## config.mk

```make
export PLATFORM = sky130hd
export DESIGN_NAME = countdown_timer_ctrl
export DESIGN_NICKNAME = d
export VERILOG_FILES = /design/src/rtl/timer_pkg.sv /design/src/rtl/countdown_timer_ctrl_tick_gen.sv /design/src/rtl/countdown_timer_ctrl.sv
export SDC_FILE = /design/constraint.sdc
export NUM_CORES = 1
export LEC_CHECK = 0
export BUFFER_PORTS_ARGS = -buffer_cell sky130_fd_sc_hd__buf_2
export CAP_MARGIN = 20
export CORE_MARGIN = 5
export CORE_UTILIZATION = 40
export CTS_BUF_LIST = sky130_fd_sc_hd__clkbuf_4 sky130_fd_sc_hd__clkbuf_8
export CTS_CLUSTER_DIAMETER = 30
export DETAILED_ROUTE_END_ITERATION = 7
export HOLD_SLACK_MARGIN = 0.15
export PLACE_DENSITY_LB_ADDON = 0.2
export SYNTH_ARGS = -nofsm -noshare
export SYNTH_HDL_FRONTEND = slang
export SYNTH_HIERARCHICAL = 1
export SYNTH_SLANG_ARGS = --single-unit
```

## constraint.sdc

```tcl
create_clock -name iclk -period 5.6 [get_ports iclk]
set_input_delay 1.68 -clock iclk [delete_from_list [all_inputs] [get_ports iclk]]
set_output_delay 1.68 -clock iclk [all_outputs]
set_load 0.05 [all_outputs]
```

## src/rtl/timer_pkg.sv

```systemverilog
// Shared types for the round timer: the controller's state encoding.
package timer_pkg;

    typedef enum logic [1:0] {
        IDLE    = 2'd0,
        RUN     = 2'd1,
        PAUSED  = 2'd2,
        EXPIRED = 2'd3
    } state_t;

endpackage

```

## src/rtl/countdown_timer_ctrl_tick_gen.sv

```systemverilog
// Prescaler for the round timer: counts 0..TICK_DIV-1 while enabled and
// flags the terminal count so the controller can act on the following edge.
module tick_gen #(
    parameter int TICK_DIV = 50_000_000
) (
    input  logic iclk,
    input  logic irst_n,
    input  logic iclr,
    input  logic ien,
    output logic owrap
);

    localparam int W = (TICK_DIV > 2) ? $clog2(TICK_DIV) : 1;
    localparam logic [W-1:0] LAST = W'(TICK_DIV - 1);

    logic [W-1:0] cnt;

    assign owrap = ien && (cnt == LAST);

    // NOTE: sequential state is updated with non-blocking assignments only, so
    // every register samples the pre-edge values regardless of block order.
    always_ff @(posedge iclk) begin
        if (!irst_n) begin
            cnt <= '0;
        end else if (iclr) begin
            cnt <= '0;
        end else if (ien) begin
            cnt <= (cnt == LAST) ? '0 : cnt + W'(1);
        end
    end

endmodule

```

## src/rtl/countdown_timer_ctrl.sv

```systemverilog
// Round timer controller: start/pause/stop command FSM, countdown register,
// expiry pulse and the expired-state blink output, all registered.
module countdown_timer_ctrl
    import timer_pkg::*;
#(
    parameter int TICK_DIV = 50_000_000,
    parameter int CNT_W    = 8
) (
    input  logic             iclk,
    input  logic             irst_n,
    input  logic             istart,
    input  logic             ipause,
    input  logic             istop,
    input  logic [CNT_W-1:0] iload_val,
    output logic [1:0]       ostate,
    output logic [CNT_W-1:0] oremaining,
    output logic             otick,
    output logic             oexpired,
    output logic             oblink
);

    state_t             state, state_n;
    logic [CNT_W-1:0]   rem_n;
    logic               tick_n, exp_n, blink_n;
    logic               pre_clr, pre_en, wrap;

    tick_gen #(.TICK_DIV(TICK_DIV)) u_tick_gen (
        .iclk   (iclk),
        .irst_n (irst_n),
        .iclr   (pre_clr),
        .ien    (pre_en),
        .owrap  (wrap)
    );

    always_ff @(posedge iclk) begin
        if (!irst_n) begin
            state      <= IDLE;
            oremaining <= '0;
            otick      <= 1'b0;
            oexpired   <= 1'b0;
            oblink     <= 1'b0;
        end else begin
            state      <= state_n;
            oremaining <= rem_n;
            otick      <= tick_n;
            oexpired   <= exp_n;
            oblink     <= blink_n;
        end
    end

    // NOTE: every output of this block gets a default before any branch, so no
    // path leaves a value unassigned and no latch is inferred.
    always_comb begin
        state_n = state;
        rem_n   = oremaining;
        tick_n  = 1'b0;
        exp_n   = 1'b0;
        blink_n = (state == EXPIRED) ? oblink : 1'b0;
        pre_clr = 1'b0;
        pre_en  = (state == RUN) || (state == EXPIRED);

        if (istop) begin
            state_n = IDLE;
            pre_clr = 1'b1;
            blink_n = 1'b0;
        end else if (istart) begin
            pre_clr = 1'b1;
            blink_n = 1'b0;
            rem_n   = iload_val;
            if (iload_val == '0) begin
                state_n = EXPIRED;
                exp_n   = 1'b1;
            end else begin
                state_n = RUN;
            end
        end else begin
            unique case (state)
                RUN: begin
                    if (wrap) begin
                        tick_n = 1'b1;
                        if (oremaining != '0) rem_n = oremaining - 1'b1;
                        // A tick that coincides with ipause is still counted.
                        if (oremaining <= 1) begin
                            exp_n   = 1'b1;
                            state_n = EXPIRED;
                        end else if (ipause) begin
                            state_n = PAUSED;
                        end
                    end else if (ipause) begin
                        state_n = PAUSED;
                    end
                end
                PAUSED: begin
                    if (ipause) state_n = RUN;
                end
                EXPIRED: begin
                    if (wrap) blink_n = ~oblink;
                end
                default: ;
            endcase
        end
    end

    assign ostate = state;

endmodule
```

==> results of run 1 <==
-- cells in the mapped netlist (all sizes together), types with 2 or more instances --
cell    number
nand3        8
o31ai       10
or4          9
or3         10
nor2        25
a21oi       20
clkbuf       5
inv          8
o21ai       13
nand3b       3
xor2         7
ha           5
xnor2        6
nand2b       5
and4         4
nand2       22
nor3         7
a31oi        2
buf          4
o311ai       2
dfxtp       39
a211oi       2
nand4       12
a31o         3
and3         3
o41ai        2
nor4         4
-- state kept, by name, indices dropped and copies added (netlist names) --
signal and cells:
oblink 1, oexpired 1, oremaining 8, ostate 2, otick 1, u_tick_gen/cnt 26
-- worst paths after layout --
path / to / slack (ps) / depth (start not counted) / start
setup / recovery: ostate[0] / 2710 / 1 / ostate[0]
hold / removal: u_tick_gen/cnt[22] / 500 / 2 / u_tick_gen/cnt[22]
setup reg to reg: oremaining[4] / 2780 / 7 / ostate[0]
hold reg to reg: u_tick_gen/cnt[22] / 500 / 2 / u_tick_gen/cnt[22]
-- metrics by stage --
step | cells | hold WS [ps] | total power (uW) | worst slack, ps
global route | 346 | 506 | 641 | 2510
global placement | 338 | 473 | 375 | 2470
finish | 346 | 499 | 610 | 2710
CTS | 346 | 496 | 617 | 2690
detailed placement | 338 | 488 | 374 | 2460
floorplan | 251 | 452 | 354 | 2760
-- layout make-up --
cell class,count,area share
multi-input cells,195,0.519
flip-flops and latches,39,0.327
repair buffers,26,0.0555
well taps,70,0.0367
clock buffers,6,0.0346
clock inverters,2,0.0147
inverters,8,0.0126
-- cell families (layout without fill, tap and decap cells) --
logic type / Yosys count / after routing / synth area share
buffers and inverters: 17 / 42 / 0.0405
multiplexers: 1 / 1 / 0.00476
XOR/XNOR: 13 / 13 / 0.0542
adder cells (fa/ha/maj): 5 / 5 / 0.0298
AO/OA/AOI/OAI: 61 / 61 / 0.186
AND/OR/NAND/NOR: 115 / 115 / 0.313
flip-flops: 39 / 39 / 0.372
-- power by group through the flow --
stage	logic [uW]	clock network [uW]	registers, uW
2_1_floorplan	43.3	0	310
3_3_place_gp	78.5	0	296
3_5_place_dp	78.1	0	296
4_1_cts	78.1	249	289
5_1_grt	85.9	265	291
6_report	78.8	242	290
-- placed cells by master, fill, tap and decap left out, types with 2 or more instances in the layout --
master / count
ha_1: 5
and3_1: 3
a31o_2: 3
nor4_1: 3
nor3_1: 6
o31ai_1: 9
a31oi_1: 2
xor2_1: 7
nand3_1: 8
o21ai_0: 13
and4_2: 2
nand4_2: 2
nand2_1: 22
buf_2: 25
o41ai_1: 2
nand2b_1: 5
dfxtp_1: 39
or3_1: 8
nand3b_1: 3
clkbuf_8: 6
inv_1: 8
nand4_1: 10
and4_1: 2
a211oi_1: 2
a21oi_1: 20
xnor2_1: 6
nor2_1: 25
or4_1: 8
-- routing by layer --
metal / GRT usage / vias up / wire [um] / part of all wire
met5: 0 / - / 0 / 0
met3: 0.0358 / 8 / 186 / 0.039
met1: 0.208 / 909 / 2380 / 0.50
met2: 0.249 / 33 / 2150 / 0.45
met4: 0.0681 / 0 / 82 / 0.017
li1: - / 985 / - / -
==> results.toml, run 1 <==
[die]
die_w_um = 82.5
coreArea_um2 = 5110
die_h_um = 82.5
start_util = 0.411
num_rows = 26
io_pins = 26
die-area_um2 = 6800

[timing]
worstMarginPinSlew_ps = 713
hold_viol = 0
fin_skew_ps = 5.55
rsz0062_at_grt = "false"
setup_tns_ps = 0
fin_crit_ps = 2890
drv_slew = 0
period_share = 0.517
slew-limit-headroom = 0.522
setup_viol = 0
fmax_mhz = 346

[pwr]
power.share.switching = 0.260
seq_power_share = 0.475
power.internal_uw = 452
cellLeakagePower_uw = 0.000847
clkPwrFrac = 0.396
p_switching_uw = 158
powerDensity_nw_per_um2 = 255
ir_worst_vdd_mv = 0.118
combinationalPowerShare = 0.129

[logic_synthesis]
synth-edff-count = 0
yosysTopAreaCell = "dfxtp_1"
syn_area_um2 = 2100
synth.area.top_cells = "dfxtp_1 37%, a21oi_1 4.8%, nor2_1 4.5%"
seq_area_frac_synth = 0.372
synth_top_area_frac = 0.372
ys_seq_elements = 39
yosysWarnings = 6
synth_fp_nets = 269
synthFlopType = "dfxtp_1"
synth_cells = 251
synth-async-reset-ratio = 0
synth_cell_types = 48
syn_area_per_cell_um2 = 8.37

[critical_path]
cp-start-kind = "register"
worst_path_largest_cell_delay_ps = 580
cp_top_family = "flip-flops"
slowest_stage = "dfxtp_1"
cp_cell_sequence = "buf_2"
path_max_fanout = 13
path_class = "reg -> out"
critPathArrivalTime_ps = 1210
crit_buf_inv = 1
required_ps = 3920
crit_path_end_kind = "output pin"

[clock_network]
worstSkewPairLatency_ps = 290
clk_pin_slew_ps = 80
post-cts-setup-buffer-count = 0
cts_buffer_depth = 2
cts_tree = "done"
h-tree-depth = 2
cts.sinks = 39
post_cts_resized = 0
numCtsBuffers = 5
cts_hold_buf = 0
clock-root-buffer = "clkbuf_8"

[grt]
track_usage = 0.159
grt_overflow = 0
antenna_found_initial = 0
grt_max_degree = 25
grt_pass1_wl_mm = 8.35
grt_pass1_vias = 1828

[final_layout]
final_area_um2 = 2390
fillers = 526
antennaDiodeCount = 0
seqCellArea_um2 = 781
finish.utilization = 0.468
syn2layout_area_growth_pct = 13.7
nNetsFinal = 293
drive_gt1_frac = 0.181
multiInputGateArea_um2 = 1240

[place]
globalplace.congestion = 0.833
place_hpwl_mm = 3.48
place_area_um2 = 2270
portBuffers = 25

[route]
wire_per_inst_um = 13.9
vias_per_cell = 5.59
postRouteAntennaNets = 0
drt_first_pass_iters = 4
drc = 0
first_iter_violations = 50
vias = 1935
wl_mm = 4.80

[hold_path]
min_path_type = "reg -> reg"

[run_status]
status = "finished, final reports clean"

[flow_run]
maxCapViolCount = 0
No activity file was read; power rests on OpenSTA's default activity.
==> run 2, diff against run 1 <==
--- a/config.mk
+++ b/config.mk
@@ -5,6 +5,7 @@
 export SDC_FILE = /design/constraint.sdc
 export NUM_CORES = 1
 export LEC_CHECK = 0
+export ABC_AREA = 1
 export BUFFER_PORTS_ARGS = -buffer_cell sky130_fd_sc_hd__buf_2
 export CAP_MARGIN = 20
 export CORE_MARGIN = 5
==> constraint.sdc (replaced) <==
create_clock -name iclk -period 2.9 [get_ports iclk]
set_input_delay 0.87 -clock iclk [delete_from_list [all_inputs] [get_ports iclk]]
set_output_delay 0.87 -clock iclk [all_outputs]
set_load 0.05 [all_outputs]
==> results.toml, run 2 <==
[critical_path]
crit_end = "oremaining[6]"
path_max_fanout = 13
critPathArrivalTime_ps = 2580
reg2regPathDepth = 12
ff2ff_setup_slack_ps = 510
r2r-start = "u_tick_gen/cnt[0]"
worstSetupStartpoint = "u_tick_gen/cnt[0]"
r2r-end = "oremaining[6]"
crit_path_end_kind = "register"
required_ps = 3090
cp-start-kind = "register"
path_class = "reg -> reg"

[logic_synthesis]
seq_area_frac_synth = 0.303
synth_top_area_frac = 0.303
syn_area_um2 = 2570
synth_most_common_cell = "nand2_1"
synth_cell_types = 31
synth-edff-count = 0
synth_cells = 420
syn_area_per_cell_um2 = 6.13
synth_commonest_cells = "123 x nand2_1, 91 x nor2_1, 50 x inv_1"
synthFlopType = "dfxtp_1"
yosysWarnings = 6
synth-async-reset-ratio = 0
ys_seq_elements = 39
yosysTopAreaCell = "dfxtp_1"
synth.area.top_cells = "dfxtp_1 30%, nand2_1 18%, nor2_1 13%"
synth_fp_nets = 438

[grt]
grt_pass1_wl_mm = 11.0
grt_max_degree = 14
antenna_found_initial = 0
track_usage = 0.160
grt_pass1_vias = 2423
grt_overflow = 0

[pwr]
powerDensity_nw_per_um2 = 414
ir_worst_vdd_mv = 0.209
cellLeakagePower_uw = 0.00125

[timing]
rsz0062_at_grt = "false"
hold_viol = 0
period_share = 0.826
worstMarginPinSlew_ps = 445
setup_viol = 0
slew-limit-headroom = 0.703
whs_ps = 466
fmax_mhz = 418
fin_crit_ps = 2390
fin_skew_ps = 5.97
drv_slew = 0
setup_slack_ps = 506
setup_tns_ps = 0

[final_layout]
largest_reg_flops = 26
final_common_cell = "nand2_1"
finish.utilization = 0.449
syn2layout_area_growth_pct = 10.3
regMostFlops = "u_tick_gen/cnt"
fillers = 698
drive_gt1_frac = 0.128
final_area_um2 = 2840
nNetsFinal = 463
mostFrequentLayoutCells = "123 x nand2_1, 91 x nor2_1, 50 x inv_1, 39 x dfxtp_1"
antennaDiodeCount = 0

[die]
die_h_um = 90.2
coreArea_um2 = 6310
start_util = 0.408
die_w_um = 90.2
num_rows = 29
die-area_um2 = 8140
io_pins = 26

[clock_network]
cts_tree = "done"
post_cts_resized = 0
post-cts-setup-buffer-count = 0
clock-root-buffer = "clkbuf_8"
cts.sinks = 39
cts_hold_buf = 0
h-tree-depth = 2
worstSkewPairLatency_ps = 290
numCtsBuffers = 5
cts_buffer_depth = 2
clk_pin_slew_ps = 80

[route]
wire_per_inst_um = 11.7
drt_first_pass_iters = 7
first_iter_violations = 158
vias_per_cell = 4.97
drc = 0
wl_mm = 6.14
vias = 2597
postRouteAntennaNets = 0

[place]
portBuffers = 25
dp_slack_ps = 553
place_area_um2 = 2730
place_hpwl_mm = 4.72
globalplace.congestion = 0.912

[flow_run]
maxCapViolCount = 0

[run_status]
status = "finished, final reports clean"

[hold_path]
min_path_type = "reg -> reg"
run 2: area by class of cell:
cell class              instances  area, um^2  area share
clock buffers                   8         104      0.0366
inverters                      54         203      0.0714
multi-input cells             318        1510       0.534
flip-flops and latches         39         781       0.275
well taps                      77        96.3      0.0340
repair buffers                 27         140      0.0494
run 2: worst min-delay path by stage:
stage / from / endpoint / slack, ps / depth (start not counted)
floorplan: u_tick_gen/cnt[0] / u_tick_gen/cnt[0] / 480 / 2
global placement: oblink / oblink / 440 / 1
detailed placement: oblink / oblink / 450 / 1
CTS: oblink / oblink / 470 / 1
global route: oblink / oblink / 500 / 1
finish: oblink / oblink / 470 / 1
run 2: cell families (layout without fill, tap and decap cells):
kind of cell               Yosys count  count (layout)  share of synthesized area
xor gates and xnor gates             9               9                     0.0306
and+or+nand+nor                    278             278                      0.473
buffers and inverters               63              89                      0.108
muxes                                1               1                    0.00389
DFF                                 39              39                      0.303
AOI/OAI and AO/OA                   25              25                     0.0559
adders and majority gates            5               5                     0.0243
run 2: layer usage:
metal / vias up / routed length [um] / global-route usage
met1: 1148 / 3030 / 0.215
met2: 72 / 2690 / 0.255
met5: - / 0 / 0
met3: 11 / 306 / 0.0292
met4: 0 / 114 / 0.0546
li1: 1366 / - / -
run 2: power by group:
group	switching, uW	total, uW	internal, uW
registers	12.6	559	546
clock network	191	418	227
logic	140	199	59.3
run 2: metrics by stage:
stage          power [uW]  cells
2_1_floorplan         729    420
3_3_place_gp          770    515
3_5_place_dp          771    515
4_1_cts              1190    523
5_1_grt              1250    523
6_report             1180    523
run 2: worst max-delay path: stages, from the launching register on:
cell     delay [ps]
dfxtp_1         410
ha_1            190
inv_1            50
nor2_2          160
nand2_2         110
nor3_1          190
nand2_1          70
nor2_1          320
inv_1           150
o21ai_4         230
nand3_4         180
a21oi_1         170
nor2_1           50
